**config.mk**
```make
export PLATFORM = sky130hd
export DESIGN_NAME = ips2l_uart_cmd_parser_32bit
export DESIGN_NICKNAME = d
export VERILOG_FILES = /design/src/rtl/ips2l_uart_cmd_pkg.sv /design/src/rtl/ips2l_uart_cmd_timer.sv /design/src/rtl/ips2l_uart_cmd_parser_32bit.sv
export SDC_FILE = /design/constraint.sdc
export NUM_CORES = 1
export LEC_CHECK = 0
export BUFFER_PORTS_ARGS = -buffer_cell sky130_fd_sc_hd__buf_2
export CORE_MARGIN = 10
export CORE_UTILIZATION = 62
export CTS_BUF_LIST = sky130_fd_sc_hd__clkbuf_2 sky130_fd_sc_hd__clkbuf_4 sky130_fd_sc_hd__clkbuf_8
export CTS_CLUSTER_DIAMETER = 40
export DETAILED_ROUTE_END_ITERATION = 12
export PLACE_DENSITY_LB_ADDON = 0.25
export SYNTH_ARGS = -nofsm -noshare
export SYNTH_HDL_FRONTEND = slang
export SYNTH_HIERARCHICAL = 1
export SYNTH_SLANG_ARGS = --single-unit
```
**constraint.sdc**
```tcl
create_clock -name clk -period 7.22 [get_ports clk]
set_clock_uncertainty 0.1 [all_clocks]
set_input_delay 1.083 -clock clk [delete_from_list [all_inputs] [get_ports clk]]
set_output_delay 1.083 -clock clk [all_outputs]
set_load 0.005 [all_outputs]
```
**src/rtl/ips2l_uart_cmd_pkg.sv**
```systemverilog
// Shared definitions for the UART command parser: frame opcodes and FSM state encoding.
package ips2l_uart_cmd_pkg;

    localparam logic [7:0] OP_WR = 8'h57;
    localparam logic [7:0] OP_RD = 8'h52;

    typedef enum logic [2:0] {
        ST_IDLE      = 3'd0,
        ST_ADDR      = 3'd1,
        ST_DATA      = 3'd2,
        ST_CHK       = 3'd3,
        ST_ISSUE     = 3'd4,
        ST_WAIT_DONE = 3'd5
    } state_t;

    function automatic logic is_opcode(input logic [7:0] b);
        return (b == OP_WR) || (b == OP_RD);
    endfunction

endpackage

```
**src/rtl/ips2l_uart_cmd_timer.sv**
```systemverilog
// Loadable down-counter with expiry flag; shared by the inter-byte and command-done timeouts.
module ips2l_uart_cmd_timer #(
    parameter int W = 16
) (
    input  logic         clk,
    input  logic         rst_n,
    input  logic         i_load,
    input  logic [W-1:0] i_load_val,
    input  logic         i_dec,
    output logic         o_expired
);

    localparam logic [W-1:0] ONE = {{(W-1){1'b0}}, 1'b1};

    logic [W-1:0] r_cnt;

    // NOTE: sequential state uses non-blocking assignments so every flop samples pre-edge values.
    always_ff @(posedge clk or negedge rst_n) begin
        if (!rst_n) begin
            r_cnt <= '0;
        end else if (i_load) begin
            r_cnt <= i_load_val;
        end else if (i_dec && (r_cnt != '0)) begin
            r_cnt <= r_cnt - ONE;
        end
    end

    assign o_expired = (r_cnt == '0);

endmodule

```
**src/rtl/ips2l_uart_cmd_parser_32bit.sv**
```systemverilog
// UART byte stream to single register command converter ('W' addr d3..d0 / 'R' addr).
// Optional trailing XOR checksum byte when IPS2L_UART_CMD_CHECKSUM_EN is defined.
module ips2l_uart_cmd_parser_32bit
    import ips2l_uart_cmd_pkg::*;
#(
    parameter logic [15:0] BYTE_TIMEOUT = 16'd50000,
    parameter logic [15:0] DONE_TIMEOUT = 16'd1024,
    parameter int          ERR_CNT_W    = 8
) (
    input  logic                 clk,
    input  logic                 rst_n,
    input  logic [7:0]           rx_data,
    input  logic                 rx_valid,
    output logic                 rx_ready,
    output logic [7:0]           addr,
    output logic [31:0]          data,
    output logic                 we,
    output logic                 cmd_en,
    input  logic                 cmd_done,
    output logic                 busy,
    output logic [ERR_CNT_W-1:0] err_cnt
);

    localparam logic [ERR_CNT_W-1:0] ERR_ONE = {{(ERR_CNT_W-1){1'b0}}, 1'b1};

`ifdef IPS2L_UART_CMD_CHECKSUM_EN
    localparam state_t ST_FRAME_END = ST_CHK;
`else
    localparam state_t ST_FRAME_END = ST_ISSUE;
`endif

    state_t         r_state;
    state_t         w_state_nxt;
    logic [7:0]     r_addr;
    logic [31:0]    r_data;
    logic           r_we;
    logic [1:0]     r_byte_cnt;
    logic [ERR_CNT_W-1:0] r_err_cnt;
`ifdef IPS2L_UART_CMD_CHECKSUM_EN
    logic [7:0]     r_chk;
`endif

    logic           w_accept;
    logic           w_err;
    logic           w_tmr_load;
    logic [15:0]    w_tmr_val;
    logic           w_tmr_dec;
    logic           w_tmr_exp;

    assign rx_ready = !((r_state == ST_ISSUE) || (r_state == ST_WAIT_DONE));
    assign w_accept = rx_valid && rx_ready;
    assign cmd_en   = (r_state == ST_ISSUE);
    assign busy     = (r_state != ST_IDLE);
    assign addr     = r_addr;
    assign data     = r_data;
    assign we       = r_we;
    assign err_cnt  = r_err_cnt;

    ips2l_uart_cmd_timer #(.W(16)) u_timer (
        .clk        (clk),
        .rst_n      (rst_n),
        .i_load     (w_tmr_load),
        .i_load_val (w_tmr_val),
        .i_dec      (w_tmr_dec),
        .o_expired  (w_tmr_exp)
    );

    // NOTE: every always_comb output gets a default first, so no path can infer a latch.
    always_comb begin
        w_state_nxt = r_state;
        w_err       = 1'b0;
        w_tmr_load  = 1'b0;
        w_tmr_val   = BYTE_TIMEOUT - 16'd1;
        w_tmr_dec   = 1'b0;
        case (r_state)
            ST_IDLE: begin
                if (w_accept) begin
                    if (is_opcode(rx_data)) begin
                        w_state_nxt = ST_ADDR;
                        w_tmr_load  = 1'b1;
                    end else begin
                        w_err = 1'b1;
                    end
                end
            end
            ST_ADDR: begin
                if (w_accept) begin
                    w_tmr_load  = 1'b1;
                    w_state_nxt = r_we ? ST_DATA : ST_FRAME_END;
                end else if (w_tmr_exp) begin
                    w_state_nxt = ST_IDLE;
                    w_err       = 1'b1;
                end else begin
                    w_tmr_dec = 1'b1;
                end
            end
            ST_DATA: begin
                if (w_accept) begin
                    w_tmr_load = 1'b1;
                    if (r_byte_cnt == 2'd3) begin
                        w_state_nxt = ST_FRAME_END;
                    end
                end else if (w_tmr_exp) begin
                    w_state_nxt = ST_IDLE;
                    w_err       = 1'b1;
                end else begin
                    w_tmr_dec = 1'b1;
                end
            end
`ifdef IPS2L_UART_CMD_CHECKSUM_EN
            ST_CHK: begin
                if (w_accept) begin
                    if (rx_data == r_chk) begin
                        w_state_nxt = ST_ISSUE;
                    end else begin
                        w_state_nxt = ST_IDLE;
                        w_err       = 1'b1;
                    end
                end else if (w_tmr_exp) begin
                    w_state_nxt = ST_IDLE;
                    w_err       = 1'b1;
                end else begin
                    w_tmr_dec = 1'b1;
                end
            end
`endif
            ST_ISSUE: begin
                w_tmr_load  = 1'b1;
                w_tmr_val   = DONE_TIMEOUT - 16'd1;
                w_state_nxt = ST_WAIT_DONE;
            end
            ST_WAIT_DONE: begin
                // A completion in the expiry cycle wins over the timeout.
                if (cmd_done) begin
                    w_state_nxt = ST_IDLE;
                end else if (w_tmr_exp) begin
                    w_state_nxt = ST_IDLE;
                    w_err       = 1'b1;
                end else begin
                    w_tmr_dec = 1'b1;
                end
            end
            default: w_state_nxt = ST_IDLE;
        endcase
    end

    always_ff @(posedge clk or negedge rst_n) begin
        if (!rst_n) begin
            r_state <= ST_IDLE;
        end else begin
            r_state <= w_state_nxt;
        end
    end

    always_ff @(posedge clk or negedge rst_n) begin
        if (!rst_n) begin
            r_addr     <= '0;
            r_data     <= '0;
            r_we       <= 1'b0;
            r_byte_cnt <= '0;
`ifdef IPS2L_UART_CMD_CHECKSUM_EN
            r_chk      <= '0;
`endif
        end else if (w_accept) begin
            case (r_state)
                ST_IDLE: begin
                    if (is_opcode(rx_data)) begin
                        r_we       <= (rx_data == OP_WR);
                        r_byte_cnt <= '0;
`ifdef IPS2L_UART_CMD_CHECKSUM_EN
                        r_chk      <= rx_data;
`endif
                    end
                end
                ST_ADDR: begin
                    r_addr <= rx_data;
`ifdef IPS2L_UART_CMD_CHECKSUM_EN
                    r_chk  <= r_chk ^ rx_data;
`endif
                end
                ST_DATA: begin
                    case (r_byte_cnt)
                        2'd0:    r_data[31:24] <= rx_data;
                        2'd1:    r_data[23:16] <= rx_data;
                        2'd2:    r_data[15:8]  <= rx_data;
                        default: r_data[7:0]   <= rx_data;
                    endcase
                    // Wraps to zero on the fourth byte, ready for the next frame.
                    r_byte_cnt <= r_byte_cnt + 2'd1;
`ifdef IPS2L_UART_CMD_CHECKSUM_EN
                    r_chk      <= r_chk ^ rx_data;
`endif
                end
                default: ;
            endcase
        end
    end

    always_ff @(posedge clk or negedge rst_n) begin
        if (!rst_n) begin
            r_err_cnt <= '0;
        end else if (w_err && (r_err_cnt != '1)) begin
            r_err_cnt <= r_err_cnt + ERR_ONE;
        end
    end

endmodule

```
Word-level counts from Yosys, hierarchy flattened --
Index checks and enable logic that the tools add are counted.
Operators by class: $add $sub $neg 3, equality and inequality tests 13, mux-type cells 28, bitwise gates (word level) 1, reductions and logical operators 23
Operators with widths (count):
- 2-to-1 mux 16 bit | 3
- 2-to-1 mux 3 bit | 8
- AND reduction 3 bit | 7
- equality test 8 x 7 -> 1 bit, second input constant | 2
- logical NOT 16 bit | 1
- nonzero test 16 bit | 1
- subtractor 16 x 1 -> 16 bit, second input constant | 1
- one-hot mux 3 bit (5 select lines) | 1
- 2-to-1 mux 1 bit | 11
- adder 8 x 1 -> 8 bit, second input constant | 1
- inequality test 8 bit, second input constant | 1
- equality test 3 bit, second input constant | 2
- one-hot mux 1 bit (3 select lines) | 2
- equality test 2 bit, second input constant | 2
- inequality test 2 bit, second input constant | 2
- one-hot mux 2 bit (2 select lines) | 1
- nonzero test 2 bit | 2
- equality test 3 x 1 -> 1 bit, second input constant | 1
- equality test 3 x 2 -> 1 bit, second input constant | 1
- logical AND 1 bit | 3
- logical NOT 3 bit | 1
- inequality test 3 bit, second input constant | 1
- nonzero test 3 bit | 1
- OR reduction 3 bit | 1
- other kinds (10) | 11
Word-level totals: bits in registers 70, output and inout bits 52, word-level logic and storage cells 78

Depth between registers and ports, before layout --
Gate-level depths: netlist (run 1).
depth in word-level cells 9, gate-level depth with buffers 13

Cells and area by module --
Netlist (run 1), hierarchy kept.
Modules (own cells, without submodules):
- ips2l_uart_cmd_parser_32bit | instances 1, cells each 182, area an instance 2444.8 um^2
- ips2l_uart_cmd_timer | instances 1, cells each 111, area an instance 1007.2 um^2

Least setup slack after synthesis (run 1) --
OpenSTA, ideal clock, no wires.
path kind input port to flip-flop, from input rx_valid, to register u_timer.r_cnt[11], arrival time 2850 ps, data required time 7037 ps, setup slack 4188 ps, cell stages on the path 8, buffers on the path 0, cell sequence nor4b_1 > a31oi_1 > nor2_1 > or4b_4 > nor3_4 > o211ai_1 > xor2_1 > o21ai_0
Between the ends: cells in the longest elaborated chain, start to end 5
RTL lines:
- start, declared | line ips2l_uart_cmd_parser_32bit.sv:13 | input logic rx_valid,
- logical AND 1 bit | line ips2l_uart_cmd_parser_32bit.sv:51 | assign w_accept = rx_valid && rx_ready;
- 2-to-1 mux 1 bit | line ips2l_uart_cmd_parser_32bit.sv:98 | if (w_accept) begin
- one-hot mux 1 bit (2 select lines) | line ips2l_uart_cmd_parser_32bit.sv:75 | case (r_state)
- via w_tmr_dec | line ips2l_uart_cmd_parser_32bit.sv:47 | logic w_tmr_dec;
- logical AND 1 bit | line ips2l_uart_cmd_timer.sv:23 | end else if (i_dec && (r_cnt != '0)) begin
- nonzero test 2 bit (no line)
- end signal, assigned | line ips2l_uart_cmd_timer.sv:22 | r_cnt <= i_load_val;
- end signal, assigned | line ips2l_uart_cmd_timer.sv:24 | r_cnt <= r_cnt - ONE;
- end, declared | line ips2l_uart_cmd_timer.sv:15 | logic [W-1:0] r_cnt;
The timed path passes the listed nets, and every way through them passes these cells. A chain may end at the register's enable or synchronous reset.

Worst setup path after layout (run 1) --
from register u_timer.r_cnt[0], to register u_timer.r_cnt[15]
Between the ends: cells in the longest elaborated chain, start to end 6
RTL lines:
- logical NOT 16 bit * | line ips2l_uart_cmd_timer.sv:28 | assign o_expired = (r_cnt == '0);
- via w_tmr_exp | line ips2l_uart_cmd_parser_32bit.sv:48 | logic w_tmr_exp;
- 2-to-1 mux 1 bit * | line ips2l_uart_cmd_parser_32bit.sv:90, ips2l_uart_cmd_parser_32bit.sv:103, ips2l_uart_cmd_parser_32bit.sv:136
- 2-to-1 mux 1 bit (on tied branches) | line ips2l_uart_cmd_parser_32bit.sv:134, ips2l_uart_cmd_parser_32bit.sv:98
- one-hot mux 1 bit (2 select lines) * | line ips2l_uart_cmd_parser_32bit.sv:75
- via w_tmr_dec | line ips2l_uart_cmd_parser_32bit.sv:47
- logical AND 1 bit * | line ips2l_uart_cmd_timer.sv:23
- nonzero test 2 bit (no line) *
Mark *: on every way through the listed nets, which the timed path passes. The rest lies on a longest branch. The select of a mux whose other input is x is not followed.

==> results of run 1 <==
routing by layer:
metal  wire, um  share of wire [%]
met5          0                  0
met4         87                1.2
met3        431                5.7
met2       3778                 50
met1       3207                 43
worst max-delay path, stage by stage (launching register included):
cell	delay, ns
dfrtp_1	0.36
inv_1	0.07
ha_1	0.23
nor4b_2	0.16
nand2_1	0.21
or3_1	0.29
inv_1	0.16
nor2_1	0.30
or4b_4	0.55
nor3_4	0.21
o211ai_1	0.16
xor2_1	0.17
o21ai_1	0.07
sequential cells by signal, indices dropped and copies added (netlist names):
name,flops
data,32
addr,8
u_timer/r_cnt,16
err_cnt,8
we,1
r_state,3
r_byte_cnt,2
cells by family after synthesis:
logic type,synth area share [%]
simple gates,16.17
flops,50.74
buf+inv,1.631
other cells,0.2176
mux,14.97
xor+xnor,3.045
fa+ha+maj,2.537
compound gates,10.69
area by class of cell:
class,instances,share of cell area [%]
repair buffers,64,7.895
multi-input cells,218,41.03
well taps,72,2.203
clock inverters,5,2.020
inverters,7,0.6426
clock buffers,10,3.366
flip-flops and latches,70,42.84
how the worst max path moves through the flow:
stage / end / cells after the start / slack [ns] / startpoint
6_report: u_timer/r_cnt[15] / 12 / 4.03 / u_timer/r_cnt[0]
5_1_grt: u_timer/r_cnt[11] / 12 / 3.72 / u_timer/r_cnt[0]
4_1_cts: u_timer/r_cnt[7] / 12 / 4.04 / u_timer/r_cnt[0]
3_5_place_dp: u_timer/r_cnt[7] / 9 / 3.81 / rx_valid
3_3_place_gp: u_timer/r_cnt[11] / 9 / 3.87 / rx_valid
2_1_floorplan: u_timer/r_cnt[11] / 8 / 4.19 / rx_valid
placed cells by master, fill, tap and decap left out, types with 5 or more instances in the layout:
master    Yosys  routed
nand2_2       5       5
xnor2_1       6       6
nand3_1       5       5
buf_2         3      63
dfrtp_1      70      70
inv_1         7       7
nor2b_1       5       5
xor2_1        6       6
mux2_2       44      44
nand2_1      23      23
ha_1          7       7
a21oi_1       8       8
nor2_1       12      12
o21ai_0      18      18
clkbuf_8      0      10
conb_1        2      11
power groups by stage:
stage / logic [mW] / clock network, mW / registers, mW
6_report: 0.417 / 0.349 / 0.648
5_1_grt: 0.473 / 0.371 / 0.669
4_1_cts: 0.427 / 0.355 / 0.647
3_5_place_dp: 0.424 / 0 / 0.653
3_3_place_gp: 0.408 / 0 / 0.643
2_1_floorplan: 0.262 / 0 / 0.638
metrics by stage:
stage | setup WS (ns) | util (%)
4_1_cts | 4.039 | 75.18
2_1_floorplan | 4.188 | -
3_3_place_gp | 3.875 | 71.13
5_1_grt | 3.719 | 75.18
6_report | 4.029 | 75.18
3_5_place_dp | 3.810 | 71.13
==> results.yml, run 1 <==
synth:
  synth.cell_area_mm2: 0.003452
  synth_area_leaders: "dfrtp_1, mux2_2, o21ai_0, ha_1, nand2_1"
  synth.most_common_cell: "dfrtp_1"
  synth_largest_area_cell: "dfrtp_1"
  synth_flop_cell: "dfrtp_1"
  syn_inst: 293
  ys_seq_elements: 70
  syn_avg_cell_area_um2: 11.78
  ys_warn_count: 6
  yosysUniqueCellTypes: 54
  yosysSeqAreaShare_pct: 50.74
  synth_top_area_share_pct: 50.74
  synthTopCellsByCount: "dfrtp_1, mux2_2, nand2_1"
  synth_edf_count: 0
  synth_async_sr_flop_share_pct: 100.0
clock_network:
  clock-sinks: 70
  postCtsSetupBuffers: 0
  path_clk_slew_ns: 0.07
  clock_path_buffers: 2
  htreeDepth: 3
  numCtsBuffers: 9
  cts_hold_buf: 0
  cts_resized: 0
  cts_tree: "done"
  cts_root_buffer: "clkbuf_8"
  clk_latency_ns: 0.34
global_routing:
  grtUsageMet1_pct: 21.31
  grt_use_total_pct: 17.45
  global_route.usage.met3_pct: 5.313
  grt_max_degree: 71
  gr-total-overflow: 0
  busiest_layer: "met2"
  grt_pass1_vias: 2579
  antenna_found_initial: 0
  grt_pass1_wl_um: 12590
  grt_use_met2_pct: 28.49
floorplan:
  start_util_pct: 63.47
  core-area_mm2: 0.005439
  die_w_um: 94.62
  rows: 27
  dieArea_mm2: 0.008952
  die_height_um: 94.62
  io-pin-count: 64
sta:
  setup-tns-final_ns: 0
  hold_viol: 0
  maxSlewHeadroom_pct: 41.03
  clock.fmax_mhz: 313.4
  worstMarginPinSlew_ns: 0.8846
  rsz0062_at_grt: "false"
  drv_slew: 0
  hold_slack_ns: 0.4011
  fin_crit_sh_pct: 44.20
  setup_viol: 0
  min_period_ns: 3.191
place:
  gp_congestion: 0.8345
  dp_cells: 431
  port_buffers: 63
  dpl.hpwl_um: 5267
  placed_cell_area_mm2: 0.003869
worst_setup_path:
  worst-r2r-cell-count: 12
  cp.required_ns: 7.30
  start_kind: "flip-flop"
  cp_max_fo: 7
  endpoint_kind: "flip-flop"
  path_class: "reg -> reg"
  r2r_start: "u_timer/r_cnt[0]"
  rrSetupSlack_ns: 4.03
  rr_endpoint: "u_timer/r_cnt[15]"
  worstPathArrival_ns: 3.28
route:
  drc_errors: 0
  vias_per_cell: 5.590
  wl_um: 7505
  avgRoutedWirePerCell_um: 16.83
  route.vias.total: 2493
  drtIter0Drc: 120
  antenna_left: 0
  drt_pass1_iterations: 4
layout:
  fillers: 393
  fin_nets: 389
  final_area_mm2: 0.004089
  drive_gt1_share_pct: 37.17
  instances_no_fill: 446
  seqCellArea_mm2: 0.001752
  multi_input_comb_area_mm2: 0.001678
  num_antenna_cells: 0
  syn2layout_area_growth_pct: 18.45
power_and_ir_drop:
  power_mw: 1.415
  power_frac_clock_pct: 24.7
  internal-power_mw: 0.9484
  power_frac_comb_pct: 29.5
  vdd_ir_drop_max_mv: 0.2090
  power.leakage_nw: 1.986
  swShare_pct: 32.96
  netSwitchingPower_mw: 0.4663
  pwr-share-seq_pct: 45.8
  power_density_mw_per_mm2: 346.0
worst_hold_path:
  hp-start: "addr[1]"
  min_path_cells: 1
  holdCritPathClass: "reg -> reg"
  min_to: "addr[1]"
run_status:
  status: "finished, final reports clean"
flow_run:
  maxCapViolations: 0
Power figures use the tool's default switching activity.
==> run 2, diff against run 1 <==
--- a/config.mk
+++ b/config.mk
@@ -7,7 +7,7 @@
 export LEC_CHECK = 0
 export BUFFER_PORTS_ARGS = -buffer_cell sky130_fd_sc_hd__buf_2
 export CORE_MARGIN = 10
-export CORE_UTILIZATION = 62
+export CORE_UTILIZATION = 57
 export CTS_BUF_LIST = sky130_fd_sc_hd__clkbuf_2 sky130_fd_sc_hd__clkbuf_4 sky130_fd_sc_hd__clkbuf_8
 export CTS_CLUSTER_DIAMETER = 40
 export DETAILED_ROUTE_END_ITERATION = 12
==> constraint.sdc (replaced) <==
create_clock -name clk -period 3.3 [get_ports clk]
set_clock_uncertainty 0.1 [all_clocks]
set_input_delay 0.495 -clock clk [delete_from_list [all_inputs] [get_ports clk]]
set_output_delay 0.495 -clock clk [all_outputs]
set_load 0.005 [all_outputs]
==> run 2 against run 1 <==
Against the previous run:
- cell area decreased by 0.49%
- critical path depth is the same
- global-route usage fell by 1.8 points
- non-clock buffer count up 2
- flip-flop and latch count stayed put
- clock power rose by 77%
- first-iteration DRC count decreased by 15%
- die area up 6.9%
- highest routed layer unchanged
==> results.yml, run 2 (same netlist as run 1, synthesis figures left out) <==
worst_setup_path:
  startpoint: "u_timer/r_cnt[0]"
  start_kind: "flip-flop"
  worstPathArrival_ns: 3.23
  cp.required_ns: 3.46
  r2r_start: "u_timer/r_cnt[0]"
  endpoint_kind: "flip-flop"
  path_class: "reg -> reg"
  cp_max_fo: 7
floorplan:
  die_w_um: 97.82
  io-pin-count: 64
  dieArea_mm2: 0.009569
  start_util_pct: 58.65
  core-area_mm2: 0.005886
  rows: 28
  die_height_um: 97.82
sta:
  maxSlewHeadroom_pct: 41.77
  worstMarginPinSlew_ns: 0.8734
  hold_viol: 0
  drv_slew: 0
  min_period_ns: 3.074
  clock.fmax_mhz: 325.3
  setup-tns-final_ns: 0
  fin_crit_sh_pct: 93.16
  rsz0062_at_grt: "false"
  setup_viol: 0
power_and_ir_drop:
  swShare_pct: 34.81
  netSwitchingPower_mw: 1.023
  power_frac_clock_pct: 21.1
  power.leakage_nw: 1.974
  vdd_ir_drop_max_mv: 0.5414
  power_frac_comb_pct: 30.8
  internal-power_mw: 1.916
  power_density_mw_per_mm2: 722.4
  pwr-share-seq_pct: 48.1
run_status:
  status: "finished, final reports clean"
layout:
  fillers: 469
  num_antenna_cells: 0
  final_area_mm2: 0.004069
  syn2layout_area_growth_pct: 17.87
  final_common_cell: "dfrtp_1"
  drive_gt1_share_pct: 37.93
  final_cell_mix: "dfrtp_1, buf_2, mux2_2, nand2_1, o21ai_0"
  fin_nets: 391
  largest_register_ffs: 32
global_routing:
  busiest_layer: "met2"
  grt_use_total_pct: 15.63
  grt_pass1_vias: 2684
  grt_pass1_wl_um: 12600
  antenna_found_initial: 0
  grtUsageMet1_pct: 17.73
  gr-total-overflow: 0
  grt_max_degree: 71
  global_route.usage.met3_pct: 5.708
  grt_use_met2_pct: 26.90
flow_run:
  maxCapViolations: 0
route:
  drc_errors: 0
  antenna_left: 0
  drtIter0Drc: 102
  drt_pass1_iterations: 4
  vias_per_cell: 5.582
  route.vias.total: 2523
  avgRoutedWirePerCell_um: 16.31
  wl_um: 7371
clock_network:
  htreeDepth: 3
  cts_tree: "done"
  cts_root_buffer: "clkbuf_8"
  clk_latency_ns: 0.33
  path_clk_slew_ns: 0.07
  clock_path_buffers: 2
  clock-sinks: 70
  numCtsBuffers: 9
place:
  gp_congestion: 0.8675
  placed_cell_area_mm2: 0.003887
  port_buffers: 63
  dpl.hpwl_um: 5318
worst_hold_path:
  holdCritPathClass: "in -> async"
## run 2: critical path, stage by stage, from the launching register on
cell,delay [ns]
dfrtp_1,0.35
inv_1,0.07
ha_1,0.22
nor4b_2,0.16
nand2_1,0.19
or3_1,0.28
inv_1,0.16
nor2_2,0.24
or4b_4,0.55
nor3_4,0.21
o211ai_1,0.15
xor2_1,0.17
o21ai_0,0.15
## run 2: power groups by stage
stage	Clock, mW	Combinational (mW)	Sequential, mW
2_1_floorplan	0	0.574	1.40
3_3_place_gp	0	0.899	1.41
3_5_place_dp	0	0.925	1.43
4_1_cts	0.636	0.928	1.42
5_1_grt	0.674	1.03	1.47
6_report	0.619	0.906	1.41
## run 2: final timing paths
kind,end,slack [ns],cells after the start
min reg2reg,data[28],0.40,1
max reg2reg,u_timer/r_cnt[11],0.23,12
min,err_cnt[7],0.23,2
max,u_timer/r_cnt[11],0.23,12
min in group clk,data[28],0.34,2
max in group asynchronous,u_timer/r_cnt[2],2.27,2
## run 2: metrics by stage
stage | power, mW | hold slack, ns | util, % | std cells | setup slack [ns]
after detailed placement | 2.351 | 0.3798 | 66.05 | 436 | 0.2060
after global routing | 3.172 | 0.3230 | 69.13 | 452 | 0.0005318
after global placement | 2.306 | 0.3705 | 66.05 | 436 | 0.3234
final | 2.939 | 0.2339 | 69.13 | 452 | 0.2259
after floorplan | 1.969 | 0.09941 | - | 302 | 0.5335
after CTS | 2.979 | 0.2808 | 69.09 | 452 | 0.1623
## run 2: final cells by class
cell class / instances / area (um2) / area share [%]
flip-flops and latches: 70 / 1752 / 43.05
multi-input cells: 218 / 1680 / 41.30
repair buffers: 66 / 337.8 / 8.303
clock buffers: 10 / 131.4 / 3.229
well taps: 75 / 93.84 / 2.306
clock inverters: 6 / 47.55 / 1.169
inverters: 7 / 26.28 / 0.6458
## run 2: metal layers
metal | vias up | share of wire (%)
li1 | 1216 | -
met1 | 1241 | 41
met3 | 5 | 5.8
met5 | - | 0
met2 | 61 | 52
met4 | 0 | 0.65
## run 2: timing repair
| item | in CTS | in global routing |
|---|---|---|
| endpoints found under the setup margin | 0 | 7 |
| buffers inserted | 0 | 0 |
| resized for setup | 0 | 1 |
| hold buffers | 0 | 0 |
